<file path="src/rtl/img_frame_sched.sv">
// img_frame_sched
// Replays one stored source image (or back-to-back frames) from the image
// ROM. Generates raster-order read enables/addresses plus VGA-style
// hsync/vsync/de delayed so they line up with the ROM's 1-cycle read data.
// Reports every completed frame with a pulse and a wrapping 16-bit count.
module img_frame_sched #(
   parameter int H_DISP  = 500,
   parameter int V_DISP  = 500,
   parameter int H_SYNC  = 4,
   parameter int H_BACK  = 4,
   parameter int H_FRONT = 4,
   parameter int V_SYNC  = 2,
   parameter int V_BACK  = 2,
   parameter int V_FRONT = 2,
   parameter int ADDR_W  = 18
) (
   input  logic              clk,
   input  logic              rst_n,
   input  logic              start,
   input  logic              cont,
   output logic              busy,
   output logic              rd_en,
   output logic [ADDR_W-1:0] rd_addr,
   output logic              img_hsync,
   output logic              img_vsync,
   output logic              img_de,
   output logic              frame_done,
   output logic [15:0]       frame_cnt
);

   localparam int H_TOTAL = H_SYNC + H_BACK + H_DISP + H_FRONT;
   localparam int V_TOTAL = V_SYNC + V_BACK + V_DISP + V_FRONT;
   localparam int HC_W    = (H_TOTAL > 1) ? $clog2(H_TOTAL) : 1;
   localparam int VC_W    = (V_TOTAL > 1) ? $clog2(V_TOTAL) : 1;

   // Counter decode points, sized to the counters so compares stay width-clean
   localparam logic [HC_W-1:0] H_LAST     = HC_W'(H_TOTAL - 1);
   localparam logic [HC_W-1:0] H_SYNC_END = HC_W'(H_SYNC);
   localparam logic [HC_W-1:0] H_ACT_BEG  = HC_W'(H_SYNC + H_BACK);
   localparam logic [HC_W-1:0] H_ACT_END  = HC_W'(H_SYNC + H_BACK + H_DISP);
   localparam logic [VC_W-1:0] V_LAST     = VC_W'(V_TOTAL - 1);
   localparam logic [VC_W-1:0] V_SYNC_END = VC_W'(V_SYNC);
   localparam logic [VC_W-1:0] V_ACT_BEG  = VC_W'(V_SYNC + V_BACK);
   localparam logic [VC_W-1:0] V_ACT_END  = VC_W'(V_SYNC + V_BACK + V_DISP);

   // Idle levels of the output timing bits: {de, vsync, hsync}
   localparam logic [2:0] SYNC_IDLE = 3'b011;

   typedef enum logic [1:0] {
      ST_IDLE = 2'd0,
      ST_RUN  = 2'd1,
      ST_DONE = 2'd2
   } state_t;

   state_t            state_reg, state_next;
   logic [HC_W-1:0]   h_cnt_reg, h_cnt_next;
   logic [VC_W-1:0]   v_cnt_reg, v_cnt_next;
   logic              frame_start;
   logic              frame_end;
   logic              at_last;
   logic              in_run;
   logic              h_act, v_act, pix_act;
   logic              hs_raw, vs_raw;
   logic [ADDR_W-1:0] pix_cnt_reg;
   logic              hs1_reg, vs1_reg;
   logic [2:0]        stage1_vec;
   logic [2:0]        sync2_reg;

   assign in_run  = (state_reg == ST_RUN);
   assign at_last = (h_cnt_reg == H_LAST) && (v_cnt_reg == V_LAST);
   assign busy    = (state_reg != ST_IDLE);

   // Raster decode of the current counter position
   assign h_act   = (h_cnt_reg >= H_ACT_BEG) && (h_cnt_reg < H_ACT_END);
   assign v_act   = (v_cnt_reg >= V_ACT_BEG) && (v_cnt_reg < V_ACT_END);
   assign pix_act = in_run && h_act && v_act;
   assign hs_raw  = !(in_run && (h_cnt_reg < H_SYNC_END));
   assign vs_raw  = !(in_run && (v_cnt_reg < V_SYNC_END));

   // State and raster counter registers
   always_ff @(posedge clk or negedge rst_n) begin
      if (!rst_n) begin
         state_reg <= ST_IDLE;
         h_cnt_reg <= '0;
         v_cnt_reg <= '0;
      end else begin
         state_reg <= state_next;
         h_cnt_reg <= h_cnt_next;
         v_cnt_reg <= v_cnt_next;
      end
   end

   // Next-state and counter stepping; counters sit at (0,0) outside RUN
   always_comb begin
      state_next  = state_reg;
      h_cnt_next  = h_cnt_reg;
      v_cnt_next  = v_cnt_reg;
      frame_start = 1'b0;
      frame_end   = 1'b0;
      case (state_reg)
         ST_IDLE: begin
            if (start) begin
               state_next  = ST_RUN;
               h_cnt_next  = '0;
               v_cnt_next  = '0;
               frame_start = 1'b1;
            end
         end
         ST_RUN: begin
            if (at_last) begin
               // Leaving the final raster position completes the frame;
               // cont decides between a seamless restart and stopping.
               frame_end  = 1'b1;
               h_cnt_next = '0;
               v_cnt_next = '0;
               if (cont) begin
                  frame_start = 1'b1;
               end else begin
                  state_next = ST_DONE;
               end
            end else if (h_cnt_reg == H_LAST) begin
               h_cnt_next = '0;
               v_cnt_next = v_cnt_reg + 1'b1;
            end else begin
               h_cnt_next = h_cnt_reg + 1'b1;
            end
         end
         ST_DONE: begin
            state_next = ST_IDLE;
         end
         default: begin
            state_next = ST_IDLE;
         end
      endcase
   end

   // Stage 1: ROM read strobe/address and raw syncs from the counter decode.
   // rd_addr holds the last issued address between pixels so it never runs
   // past the final pixel index of the frame.
   always_ff @(posedge clk or negedge rst_n) begin
      if (!rst_n) begin
         rd_en       <= 1'b0;
         rd_addr     <= '0;
         pix_cnt_reg <= '0;
         hs1_reg     <= 1'b1;
         vs1_reg     <= 1'b1;
      end else begin
         rd_en   <= pix_act;
         hs1_reg <= hs_raw;
         vs1_reg <= vs_raw;
         if (frame_start) begin
            pix_cnt_reg <= '0;
            rd_addr     <= '0;
         end else if (pix_act) begin
            pix_cnt_reg <= pix_cnt_reg + 1'b1;
            rd_addr     <= pix_cnt_reg;
         end
      end
   end

   assign stage1_vec = {rd_en, vs1_reg, hs1_reg};

   // Stage 2: one more flop per timing bit so it coincides with ROM data
   generate
      for (genvar gi = 0; gi < 3; gi++) begin : g_stage2
         // Delay flop for one timing bit, resetting to its inactive level
         always_ff @(posedge clk or negedge rst_n) begin
            if (!rst_n) begin
               sync2_reg[gi] <= SYNC_IDLE[gi];
            end else begin
               sync2_reg[gi] <= stage1_vec[gi];
            end
         end
      end
   endgenerate

   assign img_hsync = sync2_reg[0];
   assign img_vsync = sync2_reg[1];
   assign img_de    = sync2_reg[2];

   // Frame completion pulse and wrapping completed-frame counter
   always_ff @(posedge clk or negedge rst_n) begin
      if (!rst_n) begin
         frame_done <= 1'b0;
         frame_cnt  <= '0;
      end else begin
         frame_done <= frame_end;
         if (frame_end) begin
            frame_cnt <= frame_cnt + 16'd1;
         end
      end
   end

endmodule

</file>
<file path="config.mk">
export PLATFORM = sky130hd
export DESIGN_NAME = img_frame_sched
export DESIGN_NICKNAME = d
export VERILOG_FILES = /design/src/rtl/img_frame_sched.sv
export SDC_FILE = /design/constraint.sdc
export NUM_CORES = 1
export LEC_CHECK = 0
export BUFFER_PORTS_ARGS = -buffer_cell sky130_fd_sc_hd__buf_2
export CAP_MARGIN = 20
export CORE_MARGIN = 2
export CORE_UTILIZATION = 49
export DETAILED_ROUTE_END_ITERATION = 8
export PLACE_DENSITY = 0.79
export SLEW_MARGIN = 40
export SYNTH_ARGS = -nofsm -noshare
export SYNTH_HDL_FRONTEND = slang
export SYNTH_SLANG_ARGS = --single-unit
</file>
<file path="constraint.sdc">
create_clock -name clk -period 3 [get_ports clk]
set_input_delay 0.6 -clock clk [delete_from_list [all_inputs] [get_ports clk]]
set_output_delay 0.6 -clock clk [all_outputs]
set_load 0.05 [all_outputs]
</file>
# == Word level (Yosys, flattened, before mapping) ==
# Cells that the tools add are included.
# word_totals
ff_bits,79
latchBits,0
mem_bits_rw,0
romBits,0
in_bits,4
output_inout_bits,40
wordCells,67
memories,0
# op_classes
n_addsub,4
mul,0
div_mod_pow,0
magnitude_cmp,6
eq_ne,7
shift,0
muxes,21
bitwise_logic,0
reduce_logical,16
# op_table
op,count
$mux 18,4
$mux 9,5
$pmux 9 s2,2
$add 18x1->18 const B,1
$add 9x1->9 const B,2
$eq 9x9->1 const B,2
$lt 9x9->1 const B,2
$add 16x1->16 const B,1
$ge 9x3->1 const B,1
$ge 9x4->1 const B,1
$lt 9x2->1 const B,1
$lt 9x3->1 const B,1
$logic_and 1x1->1,7
$mux 2,3
$ne 2x2->1 const B,3
$reduce_and 3->1,2
$reduce_bool 2->1,3
$mux 1,5
$pmux 2 s2,1
$ne 3x2->1 const B,1
$eq 2x1->1 const B,1
$logic_not 1->1,2
$logic_not 2->1,1
$pmux 1 s2,1
$reduce_and 2->1,1

# == Longest topological paths before layout ==
# depth
depth_word,6
mapped_depth,10
ltp_nobuf,9

# == Worst setup path after synthesis ==
# No wires, ideal clock.
# synth_timing
path_type,reg-to-reg
from,reg h_cnt_reg[0]
to,reg rd_addr[0]
setup_ps,67
t_arrival_ps,2142
t_required_ps,2933
slack_ps,791
path_stages_with_launch,11
n_path_buf,1
period_less_slack_ps,2209
path_cell_list,dfrtp_1 ha_1 nand3_1 nor2_1 ha_1 mux2i_1 nor2_1 a22oi_1 clkbuf_1 nand3_1 nand2_1
# synth_between
elab_chain_len,5
elab_cells_between_ends,11
cone_classes,2 x order compare; 1 x eq/ne; 3 x mux; 5 x reduce/logical
# synth_rtl
item,line,text
"start, declared",56,"logic [HC_W-1:0] h_cnt_reg, h_cnt_next;"
"start signal, assigned",88,h_cnt_reg <= h_cnt_next;
$ge 9x4->1 (tied with other cells),74,assign h_act = (h_cnt_reg >= H_ACT_BEG) && (h_cnt_reg < H_ACT_END);
$logic_and 1x1->1 (on tied branches),"74, 70",
$logic_and 1x1->1 or $mux 1 (tied branches),"76, 110",
$logic_and 1x1->1 or $pmux 1 s2 (tied branches),"76, 100",
$reduce_bool 2->1 (no source line) or $mux 18 (tied branches),--,
"end signal, assigned",156,rd_addr <= pix_cnt_reg;
"end, declared",23,"output logic [ADDR_W-1:0] rd_addr,"
# Parallel ways exist; a longest one is shown, timed or not.
# A chain may end at the register's enable or synchronous reset.

# == Final worst setup path ==
# layout_timing
from,reg h_cnt_reg[3]
to,reg frame_cnt[4]
# layout_between
elab_chain_len,4
# layout_rtl
item,line,text
$eq 9x9->1,70,assign at_last = (h_cnt_reg == H_LAST) && (v_cnt_reg == V_LAST);
$logic_and 1x1->1,70,
$mux 1,110,if (at_last) begin
$mux 1,100,case (state_reg)
"end signal, assigned",189,frame_cnt <= frame_cnt + 16'd1;
"end, declared",28,output logic [15:0] frame_cnt
# No other way between the ends.

==> flow_metrics.py <==
metrics = {
    "setup_path": {
        "worstPathMaxFanout": 8,
        "cpMostUsedCell": "nor2_1",
        "critPathBufInv": 0,
        "reg2reg_depth": 8,
        "cp.depth": 8,
        "cp_data_required_time_ps": 3230,
        "crit_family": "simple AND/OR/NAND/NOR gates",
        "max_stage_delay_ps": 470,
        "critPathSlowestCell": "nor2_1",
        "arrival_ps": 2810,
        "worstSetupEndpointType": "register",
        "critPathKind": "reg2reg",
        "crit_chain": "nand4_1, nor2_1, ha_1, nand3b_1, or3_1, nor2_1, nand3_1, xnor2_1",
        "start_kind": "register",
    },
    "pwr": {
        "p_leak_uw": 0.00196,
        "power_switching_uw": 1470,
        "switching_share_pct": 41.0,
        "comb_power_share_pct": 32.6,
        "ir_drop_mv": 0.371,
        "power_frac_clock_pct": 24.2,
        "seq_power_share_pct": 43.2,
        "pwr_density_cell_nw_per_um2": 844,
        "power.internal_uw": 2120,
    },
    "clock_tree": {
        "clkSinkCount": 79,
        "numCtsBuffers": 9,
        "clkTransAtPathRegs_ps": 80,
        "cts-root-buf": "clkbuf_8",
        "postCtsSetupBuffers": 0,
        "clockBufferDepth": 2,
        "ctsHoldBuffers": 0,
        "post_cts_resized": 0,
        "htreeDepth": 3,
        "cts_tree": "built",
        "clk-insertion-delay-late_ps": 340,
    },
    "detailed_routing": {
        "dr.pass1.iters": 4,
        "wl_per_cell_um": 14.9,
        "avgViaCountPerCell": 5.56,
        "first_iter_violations": 245,
        "finalWirelength_mm": 7.86,
        "dr_total_vias": 2941,
        "drc": 0,
        "antenna_left": 0,
    },
    "timing": {
        "finalWorstSetupSlack_ps": 423,
        "rsz0062_at_grt": "false",
        "relSlewSlack_pct": 54.1,
        "fmax_mhz": 388,
        "worst_slew_pin_slew_ps": 684,
        "fin_crit_ps": 2580,
        "whs_ps": 285,
        "finalCritPeriodShare_pct": 85.9,
        "fin_skew_ps": 7.81,
        "fin_tns_setup_ps": 0,
        "drv_slew": 0,
        "hold_violations": 0,
        "finalSetupViolations": 0,
    },
    "logic_synthesis": {
        "synthFlopType": "dfrtp_1",
        "yosys.area.top_type": "dfrtp_1",
        "synth_area_leaders": "dfrtp_1 (51%), nand2_1 (6.7%), nand3_1 (5.4%)",
        "synth.most_common_cell": "dfrtp_1",
        "syn_nets": 391,
        "synth-seq-cells": 79,
        "avgSynthCellArea_um2": 9.76,
        "synth_common_cells": "dfrtp_1 (75), nand2_1 (66), nand3_1 (40)",
        "netlist.area_leader.share_pct": 50.7,
        "synthCells": 379,
        "ys.warnings.count": 0,
        "ys_types": 43,
        "synthArstFlopShare_pct": 100,
        "synth_edf_count": 0,
        "synth-seq-area-share_pct": 53.6,
        "netlist_area_um2": 3700,
    },
    "layout": {
        "drive_gt1_share_pct": 17.2,
        "antenna_cells": 0,
        "area_growth_pct": 15.0,
        "final_nets": 437,
        "finish.utilization_pct": 58.3,
        "stdcell_area_um2": 4250,
    },
    "floorplanning": {
        "io_pins": 44,
        "die_area_um2": 8260,
        "die_width_um": 90.9,
        "coreArea_um2": 7290,
        "rows": 31,
        "start_util_pct": 50.7,
        "die_h_um": 90.9,
    },
    "global_route": {
        "grt_first_pass_wirelength_mm": 13.6,
        "grt_max_degree": 80,
        "grtUsageTotal_pct": 20.4,
        "grt_pass1_vias": 2854,
        "antenna_found_initial": 0,
        "grt_remaining_overflow": 0,
    },
    "placed_design": {
        "dp_hpwl_mm": 5.36,
        "place_congestion": 0.852,
        "post_dp_cell_area_um2": 4030,
        "place_ws_ps": 431,
        "io_buffer_count": 43,
    },
    "run": {
        "cap_violations": 0,
    },
    "run_status": {
        "status": "complete, no violations",
    },
    "hold_path": {
        "hold_path.class": "in2async",
    },
}
[path summary, 6_finish.rpt]
| check | start | endpoint | slack, ps |
|---|---|---|---|
| min | rst_n | v_cnt_reg[3]$_DFFE_PN0P_ | 290 |
| min in group clk | vs1_reg$_DFF_PN1_ | img_vsync$_DFF_PN1_ | 360 |
| min reg2reg | vs1_reg$_DFF_PN1_ | img_vsync$_DFF_PN1_ | 360 |
| max in group asynchronous | rst_n | pix_cnt_reg[10]$_DFFE_PN0P_ | 2250 |
| max reg2reg | h_cnt_reg[3]$_DFFE_PN0P_ | frame_cnt[4]$_DFFE_PN0P_ | 420 |
| max | h_cnt_reg[3]$_DFFE_PN0P_ | frame_cnt[4]$_DFFE_PN0P_ | 420 |
[final cells by class]
cell class / instances / area (um2)
multi-input combinational: 276 / 1620
tap: 99 / 124
clock buffer: 11 / 141
timing repair buffer: 49 / 267
sequential: 79 / 1980
clock inverter: 5 / 81.3
inverter: 10 / 37.5
fill: 646 / 3040
[worst register-to-register path, stage by stage, from the launching register on]
cell and delay, ps:
dfrtp_1 450, nand4_1 260, nor2_1 180, ha_1 210, nand3b_1 160, or3_1 420
nor2_1 480, nand3_1 170, xnor2_1 150
[layer usage]
| layer | wire (um) | track usage (%) |
|---|---|---|
| met2 | 3790 | 30.9 |
| met3 | 333 | 3.59 |
| met5 | 0 | 0 |
| met4 | 127 | 9.47 |
| met1 | 3610 | 28.7 |
[logic make-up (layout without fill, tap and decap cells)]
kind of cell | Yosys count | in the layout | synth area share [%]
simple gates | 190 | 190 | 24.9
flops | 79 | 79 | 53.6
compound gates | 47 | 47 | 8.59
xor+xnor | 25 | 25 | 5.92
buf+inv | 24 | 75 | 2.64
fa+ha+maj | 8 | 8 | 2.71
mux | 6 | 6 | 1.66
[power groups by stage]
| stage | Sequential [uW] | Clock [uW] | Combinational, uW |
|---|---|---|---|
| after floorplan | 1930 | 0 | 493 |
| after global placement | 1550 | 0 | 1130 |
| after detailed placement | 1570 | 0 | 1170 |
| after CTS | 1550 | 886 | 1180 |
| after global routing | 1590 | 931 | 1280 |
| final | 1550 | 869 | 1170 |
[cells in the final DEF (no fill, tap or decap), types with 5 or more instances in the layout]
cell type   n
nand2_1    66
and4_1      5
dfrtp_1    75
nor4_1     10
nor2_1     30
a21oi_1     7
nor3_1      6
buf_4       6
ha_1        8
buf_2      42
xnor2_1    22
nand3_1    40
mux2i_1     5
o21ai_0    14
inv_1      10
clkbuf_8   10
nand4_1    11
[per-stage QoR]
step           std cells  power [uW]
3_3_place_gp         513        2680
5_1_grt              529        3800
6_report             529        3590
4_1_cts              529        3610
2_1_floorplan        379        2420
3_5_place_dp         513        2740
Note: power is estimated with default switching activity, not from simulation.
